`src/rtl/carry_select_adder_pkg.sv`:
```
// Shared helpers for the carry-select adder: full-adder equations and
// block-count arithmetic used by the top level and its ripple sub-blocks.
package carry_select_adder_pkg;

    localparam int DEF_WIDTH   = 4;
    localparam int DEF_BLOCK_W = 2;

    function automatic logic fa_sum(input logic x, input logic y, input logic c);
        return x ^ y ^ c;
    endfunction

    function automatic logic fa_carry(input logic x, input logic y, input logic c);
        return (x & y) | (c & (x ^ y));
    endfunction

    function automatic int num_blocks(input int width, input int block_w);
        return width / block_w;
    endfunction

endpackage

```
`src/rtl/carry_select_adder_ripple_block.sv`:
```
// W-bit ripple-carry adder built from full-adder equations; the building
// block for both the block-0 chain and the speculative upper-block pairs.
module ripple_block
    import carry_select_adder_pkg::*;
#(
    parameter int W = DEF_BLOCK_W
) (
    input  logic [W-1:0] a,
    input  logic [W-1:0] b,
    input  logic         ci,
    output logic [W-1:0] s,
    output logic         co
);

    logic [W:0] c;

    assign c[0] = ci;

    for (genvar i = 0; i < W; i++) begin : g_fa
        assign s[i]   = fa_sum(a[i], b[i], c[i]);
        assign c[i+1] = fa_carry(a[i], b[i], c[i]);
    end

    assign co = c[W];

endmodule

```
`src/rtl/carry_select_adder.sv`:
```
// Registered carry-select adder: block 0 ripples from cin, each higher block
// precomputes both carry-in cases and a mux chain picks the real one.
module carry_select_adder
    import carry_select_adder_pkg::*;
#(
    parameter int WIDTH   = DEF_WIDTH,
    parameter int BLOCK_W = DEF_BLOCK_W
) (
    input  logic             clk,
    input  logic             rst_n,
    input  logic [WIDTH-1:0] a,
    input  logic [WIDTH-1:0] b,
    input  logic             cin,
    output logic [WIDTH:0]   sum
);

    localparam int NB = num_blocks(WIDTH, BLOCK_W);

    if (WIDTH < 2 || BLOCK_W < 1 || (WIDTH % BLOCK_W) != 0) begin : g_bad_cfg
        $error("carry_select_adder: WIDTH must be >= 2 and a multiple of BLOCK_W");
    end

    // blk_c[k] is the resolved carry into block k; blk_c[NB] is the carry-out.
    logic [NB:0]        blk_c;
    logic [WIDTH-1:0]   s_sel;
    logic [WIDTH:0]     sum_d;
    logic [WIDTH:0]     sum_q;

    assign blk_c[0] = cin;

    ripple_block #(.W(BLOCK_W)) u_blk0 (
        .a  (a[BLOCK_W-1:0]),
        .b  (b[BLOCK_W-1:0]),
        .ci (blk_c[0]),
        .s  (s_sel[BLOCK_W-1:0]),
        .co (blk_c[1])
    );

    for (genvar k = 1; k < NB; k++) begin : g_sel
        logic [BLOCK_W-1:0] s0;
        logic [BLOCK_W-1:0] s1;
        logic               c0;
        logic               c1;

        ripple_block #(.W(BLOCK_W)) u_rb0 (
            .a  (a[k*BLOCK_W +: BLOCK_W]),
            .b  (b[k*BLOCK_W +: BLOCK_W]),
            .ci (1'b0),
            .s  (s0),
            .co (c0)
        );

        ripple_block #(.W(BLOCK_W)) u_rb1 (
            .a  (a[k*BLOCK_W +: BLOCK_W]),
            .b  (b[k*BLOCK_W +: BLOCK_W]),
            .ci (1'b1),
            .s  (s1),
            .co (c1)
        );

        // Only these muxes sit on the carry path above block 0.
        assign s_sel[k*BLOCK_W +: BLOCK_W] = blk_c[k] ? s1 : s0;
        assign blk_c[k+1]                  = blk_c[k] ? c1 : c0;
    end

    assign sum_d = {blk_c[NB], s_sel};

    always_ff @(posedge clk or negedge rst_n) begin
        if (!rst_n) begin
            sum_q <= '0;
        end else begin
            sum_q <= sum_d;
        end
    end

    assign sum = sum_q;

endmodule

```
`config.mk`:
```
export PLATFORM = sky130hd
export DESIGN_NAME = carry_select_adder
export DESIGN_NICKNAME = d
export VERILOG_FILES = /design/src/rtl/carry_select_adder_pkg.sv /design/src/rtl/carry_select_adder_ripple_block.sv /design/src/rtl/carry_select_adder.sv
export SDC_FILE = /design/constraint.sdc
export NUM_CORES = 1
export LEC_CHECK = 0
export BUFFER_PORTS_ARGS = -buffer_cell sky130_fd_sc_hd__buf_2
export CAP_MARGIN = 20
export CORE_AREA = 2 2 39 41
export CTS_CLUSTER_DIAMETER = 40
export CTS_CLUSTER_SIZE = 30
export DETAILED_ROUTE_END_ITERATION = 8
export DIE_AREA = 0 0 41 43
export MAX_ROUTING_LAYER = met4
export PLACE_DENSITY = 0.51
export SYNTH_ARGS = -nofsm -noshare
export SYNTH_HDL_FRONTEND = slang
export SYNTH_HIERARCHICAL = 1
export SYNTH_SLANG_ARGS = --single-unit
export TNS_END_PERCENT = 30
```
`constraint.sdc`:
```
create_clock -name clk -period 1.1 [get_ports clk]
set_input_delay 0.165 -clock clk [delete_from_list [all_inputs] [get_ports clk]]
set_output_delay 0.165 -clock clk [all_outputs]
set_load 0.05 [all_outputs]
```
* Word-level counts from Yosys, hierarchy flattened
Index checks and enable logic that the tools add are counted.
** Word-level totals
- Flip-flop bits (word level) :: 5
- Input bits :: 11
- Output and inout port bits :: 5
- Word-level logic and storage cells :: 25
** Operators by class
- Mux-type cells :: 2
- Bitwise logic cells :: 22
** Operator list (count)
- $and A1 B1 Y1 :: 8
- $xor A1 B1 Y1 :: 8
- $or A1 B1 Y1 :: 5
- $mux W2 :: 1
- $mux W1 :: 1
- $not A1 Y1 :: 1

* Logic depth before layout (Yosys ltp)
- Word-level depth :: 6
- Gate-level depth with buffers :: 5
- Depth with buffers taken out :: 5

* Modules after synthesis
Netlist, hierarchy kept.
** By module, submodules not included
- ripple_block :: instances 3, cells each 10, area each 70.1 µm², sequential area each 0.0 µm²
- carry_select_adder :: instances 1, cells each 10, area each 166.4 µm², sequential area each 125.1 µm²

* Worst setup path before layout
Ideal clock, no wire load.
- Path kind :: input to register
- Start point :: input port a[0]
- End point :: register sum_q[2] (netlist: sum[2])
- Library setup time :: 125 ps
- Data arrival time :: 1401 ps
- Data required time :: 975 ps
- Slack :: -426 ps
- Stages on the path :: 5
- Buffers on the path :: 0
- Cells stage by stage :: inv_1 fa_1 fa_1 inv_1 mux2_2
** Between the ends
- Cells in the longest elaborated chain, start to end :: 6
- Elaborated cells on any way between the ends :: 7
- Classes of those cells :: 1 x mux; 6 x bitwise
** RTL lines
- from (decl) :: line carry_select_adder.sv:11 : input logic [WIDTH-1:0] a,
- $xor A1 B1 Y1 :: line carry_select_adder_pkg.sv:13 : return (x & y) | (c & (x ^ y));
- $and A1 B1 Y1 :: line carry_select_adder_pkg.sv:13
- $or A1 B1 Y1 (*) :: line carry_select_adder_pkg.sv:13
- $and A1 B1 Y1 (*) :: line carry_select_adder_pkg.sv:13
- $or A1 B1 Y1 (*) :: line carry_select_adder_pkg.sv:13
- via blk_c[1] :: line carry_select_adder.sv:24 : logic [NB:0] blk_c;
- $mux W2 (*) :: line carry_select_adder.sv:62 : assign s_sel[k*BLOCK_W +: BLOCK_W] = blk_c[k] ? s1 : s0;
- via s_sel[2] :: line carry_select_adder.sv:25 : logic [WIDTH-1:0] s_sel;
- to (signal assigned) :: line carry_select_adder.sv:72 : sum_q <= sum_d;
- to (decl) :: line carry_select_adder.sv:27 : logic [WIDTH:0] sum_q;
Mark *: on every way through the listed nets, which the timed path passes. The rest lies on a longest branch.

* Worst setup path after layout
- Start point :: input port b[2]
- End point :: register sum_q[3] (netlist: sum[3])
** Between the ends
- Cells in the longest elaborated chain, start to end :: 4
- Elaborated cells on any way between the ends :: 6
- Classes of those cells :: 1 x mux; 5 x bitwise
** RTL lines
- from (decl) :: line carry_select_adder.sv:12 : input logic [WIDTH-1:0] b,
- $and A1 B1 Y1 or $xor A1 B1 Y1 (tied branches) :: line carry_select_adder_pkg.sv:13
- $or A1 B1 Y1 (*) :: line carry_select_adder_pkg.sv:13
- $xor A1 B1 Y1 (*) :: line carry_select_adder_pkg.sv:9 : return x ^ y ^ c;
- via g_sel[1].s1[1] :: line carry_select_adder.sv:41 : logic [BLOCK_W-1:0] s1;
- $mux W2 (*) :: line carry_select_adder.sv:62
- via s_sel[3] :: line carry_select_adder.sv:25
Marks and branches as above.

==> impl_metrics.ini <==
[sta]
fmax_mhz = 763
hold_viol = 0
post-route-min-period_ns = 1.31
fin_crit_sh = 1.19
slew_viol_final = 0
rsz0062_at_grt = yes
setup_violations = 3
setup_ws_ns = -0.211

[clocking]
cts_root_buf = clkbuf_4
htreeDepth = 1
numCtsBuffers = 3
clock_sinks = 5
path_clk_slew_ns = 0.04
ctsLongestPathBuffers = 2
cts_tree = done

[routing]
dr.pass1.iters = 1
wirelength_um = 522
wire_per_inst_um = 6.87
ant_nets = 0
vias = 271
drc = 0
routed_via_density = 3.57
drtIter0Drc = 0

[pwr]
seqPwrFrac = 0.313
pwr-share-comb = 0.400
p_int_mw = 0.447
peakVddDrop_uv = 311
powerDensity_nw_per_um2 = 1340
swShare = 0.373
switching_power_mw = 0.266
p_leak_nw = 0.329
clkPwrFrac = 0.287
finalPower_mw = 0.713

[placed_design]
gp_congestion = 0.678
place_ws_ns = -0.460
port_buffers = 15
dp_hpwl_um = 495

[setup_path]
cp_cell_sequence = buf_8, inv_4, fa_2, fa_1, inv_1, mux2_4
worstPathArrival_ns = 1.43
cp-end-kind = flop
cp.required_ns = 1.22
crit_fanout = 2
critPathKind = input pin to flop
critPathTopFamily = adder cells
cp_slowest_stage_delay_ns = 0.50
cp-start-kind = input pin
cp_num_buf_inv = 3
cp_slowest_cell = fa_1

[global_routing]
antenna_found_initial = 0
top_usage_layer = met2
met2_usage = 0.147
grt.met3_usage = 0.0157
use_met1 = 0.0565
grt_pass1_vias = 270
grt_pass1_wl_um = 890
grt.total_usage = 0.0821
grt_max_degree = 6
grt-ovfl-total = 0

[floorplanning]
start_util = 0.272
fp.dieH_um = 43
coreArea_um2 = 1380
rows = 14
die_area_um2 = 1760
die_width_um = 41
ioPinCount = 16

[finish]
insertedDiodeCount = 0
largest_register_ffs = 5
syn2layout_area_growth_pct = 41.9
fin_nets = 78
drive_gt1_frac = 0.450

[synth]
syn-cell-area_um2 = 377
syn_nets = 57
ys_types = 5
ys_seq_elements = 5
synth_cells = 40
seq_area_frac_synth = 0.332
syn_avg_cell_area_um2 = 9.42
yosysWarnings = 6

[flow_run]
maxCapViolations = 0

[outcome]
status = complete, but fails checks
violations = negative setup slack

[hold_path]
hold_path_class = input pin to asynchronous set/reset pin
-- power groups by stage --
stage          Combinational, mW  Sequential (mW)  Clock (mW)
2_1_floorplan             0.0859            0.347           0
3_3_place_gp               0.273            0.225           0
3_5_place_dp               0.276            0.227           0
4_1_cts                    0.280            0.224       0.219
5_1_grt                    0.318            0.227       0.230
6_report                   0.285            0.223       0.205
-- layout make-up --
cell class                 instances  area [um2]
fill                             154         850
multi-input combinational         11         175
sequential                         5         125
timing repair buffer              16        95.1
inverter                          24        92.6
clock buffer                       4        26.3
tap                               16        20.0
-- repair_timing --
item                                   4_1_cts  5_1_grt
hold buffers                                 1        0
gates resized for setup                      0        5
endpoints found under the hold margin        5        0
setup endpoints to repair                    3        4
pin swaps                                    0        2
setup buffers                                0        0
-- kinds of logic (layout without fill, tap and decap cells) --
group	count (synthesis)	in the layout	synth area share
buffers and inverters	24	44	0.239
muxes	3	3	0.0897
other	2	2	0.0199
adders and majority gates	6	6	0.319
DFF	5	5	0.332
-- worst max path at each step --
stage	from	endpoint	slack, ns	cells after the start
2_1_floorplan	a[0]	sum[2]	-0.33	5
3_3_place_gp	b[2]	sum[3]	-0.46	6
3_5_place_dp	b[2]	sum[3]	-0.46	6
4_1_cts	b[2]	sum[3]	-0.21	6
5_1_grt	b[2]	sum[3]	-0.27	6
6_report	b[2]	sum[3]	-0.21	6
-- placed cells by master, fill, tap and decap left out --
cell type / instances
conb_1: 2
dfrtp_1: 5
inv_4: 1
inv_2: 1
inv_1: 22
buf_8: 1
dlygate4sd3_1: 1
fa_2: 4
clkbuf_4: 3
mux2_2: 2
mux2_4: 1
buf_2: 14
fa_1: 2
clkbuf_1: 1
-- cells in the mapped netlist, drive strengths merged --
master / count / share of area
fa: 6 / 0.32
conb: 2 / 0.020
inv: 24 / 0.24
dfrtp: 5 / 0.33
mux2: 3 / 0.090
-- metrics by stage --
stage	instances	hold WS (ns)	TNS, ns	instance area (um2)	utilization
after floorplan	40	-0.131	-1.12	387	-
after global placement	71	-0.0186	-1.60	482	0.348
after detailed placement	71	-0.0147	-1.60	482	0.348
after CTS	76	0.260	-0.602	518	0.374
after global routing	76	0.297	-0.722	534	0.386
final	76	0.271	-0.621	534	0.386
-- routing by layer --
| layer | part of all wire | wire [um] |
|---|---|---|
| met1 | 0.33 | 170 |
| met2 | 0.58 | 302 |
| met3 | 0.094 | 49 |
| met4 | 0 | 0 |
| met5 | 0 | 0 |
(Power assumes the default switching activity.)
